<file path="src/rtl/scaler_pkg.sv">
`default_nettype none
// ============================================================================
// Module   : scaler_pkg
// Brief    : Shared types and constants for the scaler write-back scheduler.
// Revision : 1.0
// ============================================================================
package scaler_pkg;

    localparam int ADDR_W  = 28;
    localparam int BLEN_W  = 10;
    localparam int c_DIM_W = 13;

    localparam logic [ADDR_W-1:0] c_DEFAULT_BASE = 28'h0003_8540;

    typedef enum logic [1:0] {
        ST_IDLE     = 2'd0,
        ST_RUN      = 2'd1,
        ST_WAIT_FIN = 2'd2,
        ST_DONE     = 2'd3
    } state_e;

    localparam logic [1:0] c_ST_IDLE     = ST_IDLE;
    localparam logic [1:0] c_ST_RUN      = ST_RUN;
    localparam logic [1:0] c_ST_WAIT_FIN = ST_WAIT_FIN;
    localparam logic [1:0] c_ST_DONE     = ST_DONE;

endpackage
`default_nettype wire

</file>
<file path="src/rtl/sync_pix_fifo.sv">
`default_nettype none
// ============================================================================
// Module   : sync_pix_fifo
// Brief    : Single-clock first-word-fall-through pixel FIFO with occupancy.
// Revision : 1.0
// ============================================================================
module sync_pix_fifo #(
    parameter int PIX_WIDTH  = 16,
    parameter int FIFO_DEPTH = 64
) (
    input  logic                         clk,
    input  logic                         rstn,
    input  logic                         push,
    input  logic [PIX_WIDTH-1:0]         push_data,
    input  logic                         pop,
    output logic [PIX_WIDTH-1:0]         head,
    output logic [$clog2(FIFO_DEPTH):0]  count,
    output logic                         full,
    output logic                         empty
);

    localparam int c_PTR_W = $clog2(FIFO_DEPTH);

    logic [PIX_WIDTH-1:0] r_mem [FIFO_DEPTH];
    logic [c_PTR_W:0]     r_wr_ptr;
    logic [c_PTR_W:0]     r_rd_ptr;

    // Callers only push when there is room (or a pop frees a slot this cycle)
    // and only pop when non-empty, so no qualification is repeated here.
    always_ff @(posedge clk) begin
        if (push) begin
            r_mem[r_wr_ptr[c_PTR_W-1:0]] <= push_data;
        end
    end

    always_ff @(posedge clk or negedge rstn) begin
        if (!rstn) begin
            r_wr_ptr <= '0;
            r_rd_ptr <= '0;
        end else begin
            if (push) r_wr_ptr <= r_wr_ptr + (c_PTR_W+1)'(1);
            if (pop)  r_rd_ptr <= r_rd_ptr + (c_PTR_W+1)'(1);
        end
    end

    assign head  = r_mem[r_rd_ptr[c_PTR_W-1:0]];
    assign count = r_wr_ptr - r_rd_ptr;
    assign full  = (count == (c_PTR_W+1)'(FIFO_DEPTH));
    assign empty = (r_wr_ptr == r_rd_ptr);

endmodule
`default_nettype wire

</file>
<file path="src/rtl/scaler_wr_sched.sv">
`default_nettype none
// ============================================================================
// Module   : scaler_wr_sched
// Brief    : Frame-shadowed scaler config plus row-aligned DDR3 write bursts.
// Revision : 1.0
// ============================================================================
module scaler_wr_sched
    import scaler_pkg::*;
#(
    parameter int FIX_LEN     = 15,
    parameter int PIX_WIDTH   = 16,
    parameter int BURST_LEN   = 32,
    parameter int FIFO_DEPTH  = 64,
    parameter int LINE_STRIDE = 640
) (
    input  logic                 clk,
    input  logic                 rstn,
    input  logic [FIX_LEN-1:0]   cfg_x_scale,
    input  logic [FIX_LEN-1:0]   cfg_y_scale,
    input  logic [12:0]          cfg_h_num,
    input  logic [12:0]          cfg_v_num,
    input  logic [ADDR_W-1:0]    cfg_base_addr,
    input  logic                 frame_start,
    output logic [FIX_LEN-1:0]   x_scale,
    output logic [FIX_LEN-1:0]   y_scale,
    output logic [12:0]          TARGET_H_NUM,
    output logic [12:0]          TARGET_V_NUM,
    input  logic [PIX_WIDTH-1:0] pix_data,
    input  logic                 data_vaild,
    output logic                 wr_burst_req,
    output logic [ADDR_W-1:0]    wr_burst_addr,
    output logic [BLEN_W-1:0]    wr_burst_len,
    input  logic                 wr_burst_data_req,
    output logic [PIX_WIDTH-1:0] wr_burst_data,
    input  logic                 wr_burst_finish,
    output logic                 frame_busy,
    output logic                 frame_done,
    output logic                 ovf_err
);

    localparam int                c_CNT_W  = $clog2(FIFO_DEPTH) + 1;
    localparam logic [ADDR_W-1:0] c_STRIDE = ADDR_W'(LINE_STRIDE);

    logic [1:0]             r_state;
    logic [FIX_LEN-1:0]     r_x_scale, r_y_scale;
    logic [c_DIM_W-1:0]     r_h, r_v;
    logic [ADDR_W-1:0]      r_base;
    logic [c_DIM_W-1:0]     r_in_col, r_in_row, r_out_col, r_out_row;
    logic                   r_req;
    logic [ADDR_W-1:0]      r_addr;
    logic [BLEN_W-1:0]      r_len, r_pop_cnt;
    logic [PIX_WIDTH-1:0]   r_last_pix;
    logic                   r_ovf;

    logic [c_CNT_W-1:0]     w_count;
    logic                   w_full, w_empty;
    logic [PIX_WIDTH-1:0]   w_head;
    logic                   w_load, w_in_take, w_pop, w_push_ok, w_drop;
    logic [c_DIM_W-1:0]     w_remain, w_col_next;
    logic [BLEN_W-1:0]      w_need;
    logic [ADDR_W-1:0]      w_addr;

    assign w_load    = (r_state == c_ST_IDLE) && frame_start;
    assign w_in_take = (r_state != c_ST_IDLE) && data_vaild && (r_in_row < r_v);
    // The pop counter stops over-long data requests from draining the next burst.
    assign w_pop     = (r_state == c_ST_WAIT_FIN) && wr_burst_data_req && !w_empty
                       && (r_pop_cnt < r_len);
    assign w_push_ok = w_in_take && (!w_full || w_pop);
    assign w_drop    = w_in_take && w_full && !w_pop;

    assign w_remain   = r_h - r_out_col;
    assign w_need     = (w_remain > c_DIM_W'(BURST_LEN)) ? BLEN_W'(BURST_LEN)
                                                         : w_remain[BLEN_W-1:0];
    assign w_addr     = r_base + ADDR_W'(r_out_row) * c_STRIDE + ADDR_W'(r_out_col);
    assign w_col_next = r_out_col + c_DIM_W'(r_len);

    sync_pix_fifo #(
        .PIX_WIDTH  (PIX_WIDTH),
        .FIFO_DEPTH (FIFO_DEPTH)
    ) u_fifo (
        .clk       (clk),
        .rstn      (rstn),
        .push      (w_push_ok),
        .push_data (pix_data),
        .pop       (w_pop),
        .head      (w_head),
        .count     (w_count),
        .full      (w_full),
        .empty     (w_empty)
    );

    always_ff @(posedge clk or negedge rstn) begin
        if (!rstn) begin
            r_in_col <= '0;
            r_in_row <= '0;
        end else if (w_load) begin
            r_in_col <= '0;
            r_in_row <= '0;
        end else if (w_in_take) begin
            if (r_in_col == r_h - c_DIM_W'(1)) begin
                r_in_col <= '0;
                r_in_row <= r_in_row + c_DIM_W'(1);
            end else begin
                r_in_col <= r_in_col + c_DIM_W'(1);
            end
        end
    end

    always_ff @(posedge clk or negedge rstn) begin
        if (!rstn) begin
            r_state    <= c_ST_IDLE;
            r_x_scale  <= '0;
            r_y_scale  <= '0;
            r_h        <= '0;
            r_v        <= '0;
            r_base     <= c_DEFAULT_BASE;
            r_out_col  <= '0;
            r_out_row  <= '0;
            r_req      <= 1'b0;
            r_addr     <= '0;
            r_len      <= '0;
            r_pop_cnt  <= '0;
            r_last_pix <= '0;
            r_ovf      <= 1'b0;
        end else begin
            case (r_state)
                c_ST_IDLE: begin
                    if (frame_start) begin
                        r_x_scale <= cfg_x_scale;
                        r_y_scale <= cfg_y_scale;
                        r_h       <= cfg_h_num;
                        r_v       <= cfg_v_num;
                        r_base    <= cfg_base_addr;
                        r_out_col <= '0;
                        r_out_row <= '0;
                        r_state   <= c_ST_RUN;
                    end
                end
                c_ST_RUN: begin
                    if ((int'(w_count) >= int'(w_need)) && (r_out_row < r_v)) begin
                        r_req     <= 1'b1;
                        r_addr    <= w_addr;
                        r_len     <= w_need;
                        r_pop_cnt <= '0;
                        r_state   <= c_ST_WAIT_FIN;
                    end
                end
                c_ST_WAIT_FIN: begin
                    if (wr_burst_finish) begin
                        r_req <= 1'b0;
                        if (w_col_next == r_h) begin
                            r_out_col <= '0;
                            r_out_row <= r_out_row + c_DIM_W'(1);
                            r_state   <= (r_out_row + c_DIM_W'(1) == r_v) ? c_ST_DONE : c_ST_RUN;
                        end else begin
                            r_out_col <= w_col_next;
                            r_state   <= c_ST_RUN;
                        end
                    end
                end
                c_ST_DONE: r_state <= c_ST_IDLE;
                default:   r_state <= c_ST_IDLE;
            endcase

            if (w_pop) begin
                r_pop_cnt  <= r_pop_cnt + BLEN_W'(1);
                r_last_pix <= w_head;
            end
            if (w_drop) r_ovf <= 1'b1;
        end
    end

    assign x_scale       = r_x_scale;
    assign y_scale       = r_y_scale;
    assign TARGET_H_NUM  = r_h;
    assign TARGET_V_NUM  = r_v;
    assign wr_burst_req  = r_req;
    assign wr_burst_addr = r_addr;
    assign wr_burst_len  = r_len;
    assign wr_burst_data = w_pop ? w_head : r_last_pix;
    assign frame_busy    = (r_state != c_ST_IDLE);
    assign frame_done    = (r_state == c_ST_DONE);
    assign ovf_err       = r_ovf;

endmodule
`default_nettype wire

</file>
<file path="config.mk">
export PLATFORM = sky130hd
export DESIGN_NAME = scaler_wr_sched
export DESIGN_NICKNAME = d
export VERILOG_FILES = /design/src/rtl/scaler_pkg.sv /design/src/rtl/sync_pix_fifo.sv /design/src/rtl/scaler_wr_sched.sv
export SDC_FILE = /design/constraint.sdc
export NUM_CORES = 2
export LEC_CHECK = 0
export ABC_AREA = 0
export CORE_UTILIZATION = 48
export DETAILED_ROUTE_END_ITERATION = 10
export GPL_ROUTABILITY_DRIVEN = 0
export HOLD_SLACK_MARGIN = 0.03
export PLACE_DENSITY = 0.77
export SYNTH_ARGS = -nofsm -noshare
export SYNTH_HDL_FRONTEND = slang
export SYNTH_HIERARCHICAL = 1
export SYNTH_SLANG_ARGS = --single-unit
</file>
<file path="constraint.sdc">
create_clock -name clk -period 15.38 [get_ports clk]
set_input_delay 1.538 -clock clk [delete_from_list [all_inputs] [get_ports clk]]
set_output_delay 1.538 -clock clk [all_outputs]
set_load 0.03 [all_outputs]
</file>
==> results.md <==
- Clk buf depth: 3
- Tcrit/Tclk final: 49.2%
- First-pass GRT wire length: 200000 µm
- Cell count after placement: 5077
- Via count: 32200
- Setup bufs post-CTS: 0
- CTS root buf: clkbuf_16
- Status: finished, final reports clean
- Max Cap Viol: 0
- Number of synthesis warnings: 6
- Post-synth EDFFs: 1024
- Dpl hpwl: 82600 µm
- Initial antenna violation count: 3
- DR WL/cell: 25.6 µm
- Storage cell area: 36200 µm²
- Worst EP required: 13.84 ns
- Antenna-violating nets left: 0
- CORE AREA: 111000 µm²
- P_leak: 22.2 nW
- Main synth FF type: edfxtp_1
- WP buf/inv: 3
- Synth Net Count: 3697
- Slew HR: 15.9%
- Cell area after synthesis: 54000 µm²
- Critical path origin: u_fifo/r_rd_ptr[2]
- Register bit total from synthesis: 1242
- Worst Hold Class: reg -> reg
- # clock sinks: 1242
- Overall Global Routing Usage: 23.6%
- Clock Skews: 0.0992 ns
- Peak VDD IR: 0.177 mV
- Initial Utilization: 48.6%
- CP top delay family: buffers and inverters
- WS Path Type: reg -> out
- Drt via density: 6.07
- CP max stage cell: buf_4
- Post-synthesis sequential area ratio: 67.0%
- DRT Pass-1 Iters: 6
- Mapped Cells: 3442
- Slowest stage delay, CP: 0.89 ns
- RR Startpoint: TARGET_H_NUM[0]
- Clk_lat worst skew: 0.76 ns
- Final wirelength: 136000 µm
- Avg Cell Area, Syn: 15.7 µm²
- Fill cells: 8489
- Boundary Pins: 220
- Vias in the first global route: 31500
- NumNets Final: 3964
- CTS resizes: 0
- Worst-Margin Slew: 1.26 ns
- Htree depth: 3
- Die W: 338 µm
- Crit Path Max Fanout: 66
- Share of cells above drive strength 1: 14.8%
- Number of remaining DRC errors: 0
- Pin count of the biggest net entering global routing: 103
- Area grow syn2layout: 14.3%
- Cells along the critical path: buf_4 > buf_4 > and2_1 > nand2_1 > o221ai_1 > a211oi_1 > o32ai_1 > mux2_2 > clkdlybuf4s50_1
- Final hold vios: 0
- Cell mode on critical path: buf_4
- F_max: 132 MHz
- Hold Buf Count CTS: 0
- Grt ovf: 0
- Final setup vio count: 0
- PwrDens: 173 nW/µm²
- CTS buffer count: 118
- Setup_tns: 0 ns
- IO buf count: 219
- Worst Path Arrival: 6.03 ns
- Crit path capture type: primary output
- Min-delay src: r_base[6]
- Final Util: 55.6%
- CTS tree: built
- Max Slew Vio Count: 0
- Die Ht: 338 µm
- Min cycle time layout: 7.57 ns
- Yosys cell types: 90
- Power Total: 10.7 mW
- Final std cells w/o fill: 5297
- Multi-input combinational cell area: 16600 µm²
- Clock slew at reported path FFs: 0.06 ns
- Initial drt markers: 3506
- CP startpoint kind: flop
- Rows: 122
- RSZ-0062 raised after global routing: no
- DIE AREA: 114000 µm²
- Ys async rst share: 17.6%
[synth_stat cells (35+ instances only)]
library cell  number  share of area, %
a21oi_1           97              0.90
a22oi_1           55              0.76
and3_1            39              0.45
clkbuf_1          86              0.60
dfrtp_1          212               9.8
edfxtp_1        1024                57
ha_1             138               3.2
inv_1             83              0.58
mux2i_1          120               2.2
mux4_2           178               7.4
nand2_1          367               2.5
nand2b_1          35              0.41
nand3_1           46              0.43
nor2_1           166               1.2
o21ai_0          125               1.2
xnor2_1           65               1.1
xor2_1            47              0.76
[layout by cell type (no fill, tap or decap), drive strengths merged, types with 24 or more instances in the layout]
| cell | n |
|---|---|
| ha | 138 |
| nand2 | 367 |
| clkdlybuf4s50 | 202 |
| nand3 | 46 |
| o21ai | 129 |
| mux2i | 120 |
| a22oi | 55 |
| dfrtp | 212 |
| mux4 | 201 |
| o22ai | 30 |
| a21oi | 98 |
| inv | 85 |
| a22o | 34 |
| a21o | 30 |
| clkinv | 58 |
| mux2 | 24 |
| buf | 107 |
| xor2 | 47 |
| nor2 | 166 |
| edfxtp | 1024 |
| clkbuf | 142 |
| nand2b | 35 |
| xnor2 | 65 |
| nor3 | 32 |
| and3 | 39 |
[worst min-delay path: cells and delay by family (launching register included)]
| family | cells | cell delay (ns) |
|---|---|---|
| flops | 1 | 0.37 |
| simple gates | 2 | 0.10 |
[through the flow]
stage	hold WS, ns	cell area [µm²]	setup slack, ns
2_1_floorplan	0.442	54000	10.28
3_3_place_gp	0.450	57800	8.63
3_5_place_dp	0.454	57800	8.58
4_1_cts	0.466	61800	7.76
5_1_grt	0.489	61800	7.47
6_report	0.467	61800	7.81
[metal layers]
layer / global-route usage, % / share of wire (%)
met1: 31.5 / 38
met2: 38.4 / 48
met3: 5.06 / 10
met4: 8.25 / 3.4
met5: 0 / 0.028
[registers in the layout, summed over array words and instances, names as in the netlist, 7 cells and up]
name,count
TARGET_H_NUM,13
u_fifo/r_mem,1024
wr_burst_len,10
x_scale,15
r_in_row,13
TARGET_V_NUM,13
r_last_pix,16
r_out_row,13
y_scale,15
r_pop_cnt,10
wr_burst_addr,28
u_fifo/r_wr_ptr,7
u_fifo/r_rd_ptr,7
r_in_col,13
r_base,28
r_out_col,13
[kinds of logic after synthesis]
group,after synthesis,share of synthesized area [%]
other cells,1,0.00694
compound gates,545,7.08
xor+xnor,113,1.86
fa+ha+maj,149,3.60
simple gates,800,6.76
buf+inv,247,2.41
mux,345,11.3
flops,1242,67.0
[path summary, 6_finish.rpt]
kind | end | slack (ns) | cells after the start
worst max-delay path | wr_burst_data[8] | 7.81 | 9
worst min-delay path | r_base[6] | 0.47 | 2
worst max register to register | wr_burst_addr[15] | 8.62 | 20
worst min register to register | r_base[6] | 0.47 | 2
max in group asynchronous | u_fifo/r_rd_ptr[1] | 12.18 | 3
min in group asynchronous | TARGET_V_NUM[12] | 0.83 | 1
[cell type report]
cell class	instances	share of cell area (%)
Sequential cell	1242	58.6
Multi-Input combinational cell	1953	26.9
Clock buffer	142	5.04
Timing Repair Buffer	309	4.54
Tap cell	1488	3.01
Clock inverter	77	1.40
Inverter	85	0.516
Antenna cell	1	0.00405
[power breakdown]
part	total [mW]	switching [mW]	internal, mW
clock network	2.97	1.28	1.68
logic	3.47	2.06	1.41
registers	4.25	0.313	3.94
total	10.7	3.66	7.03
Note: power is estimated with default switching activity, not from simulation.
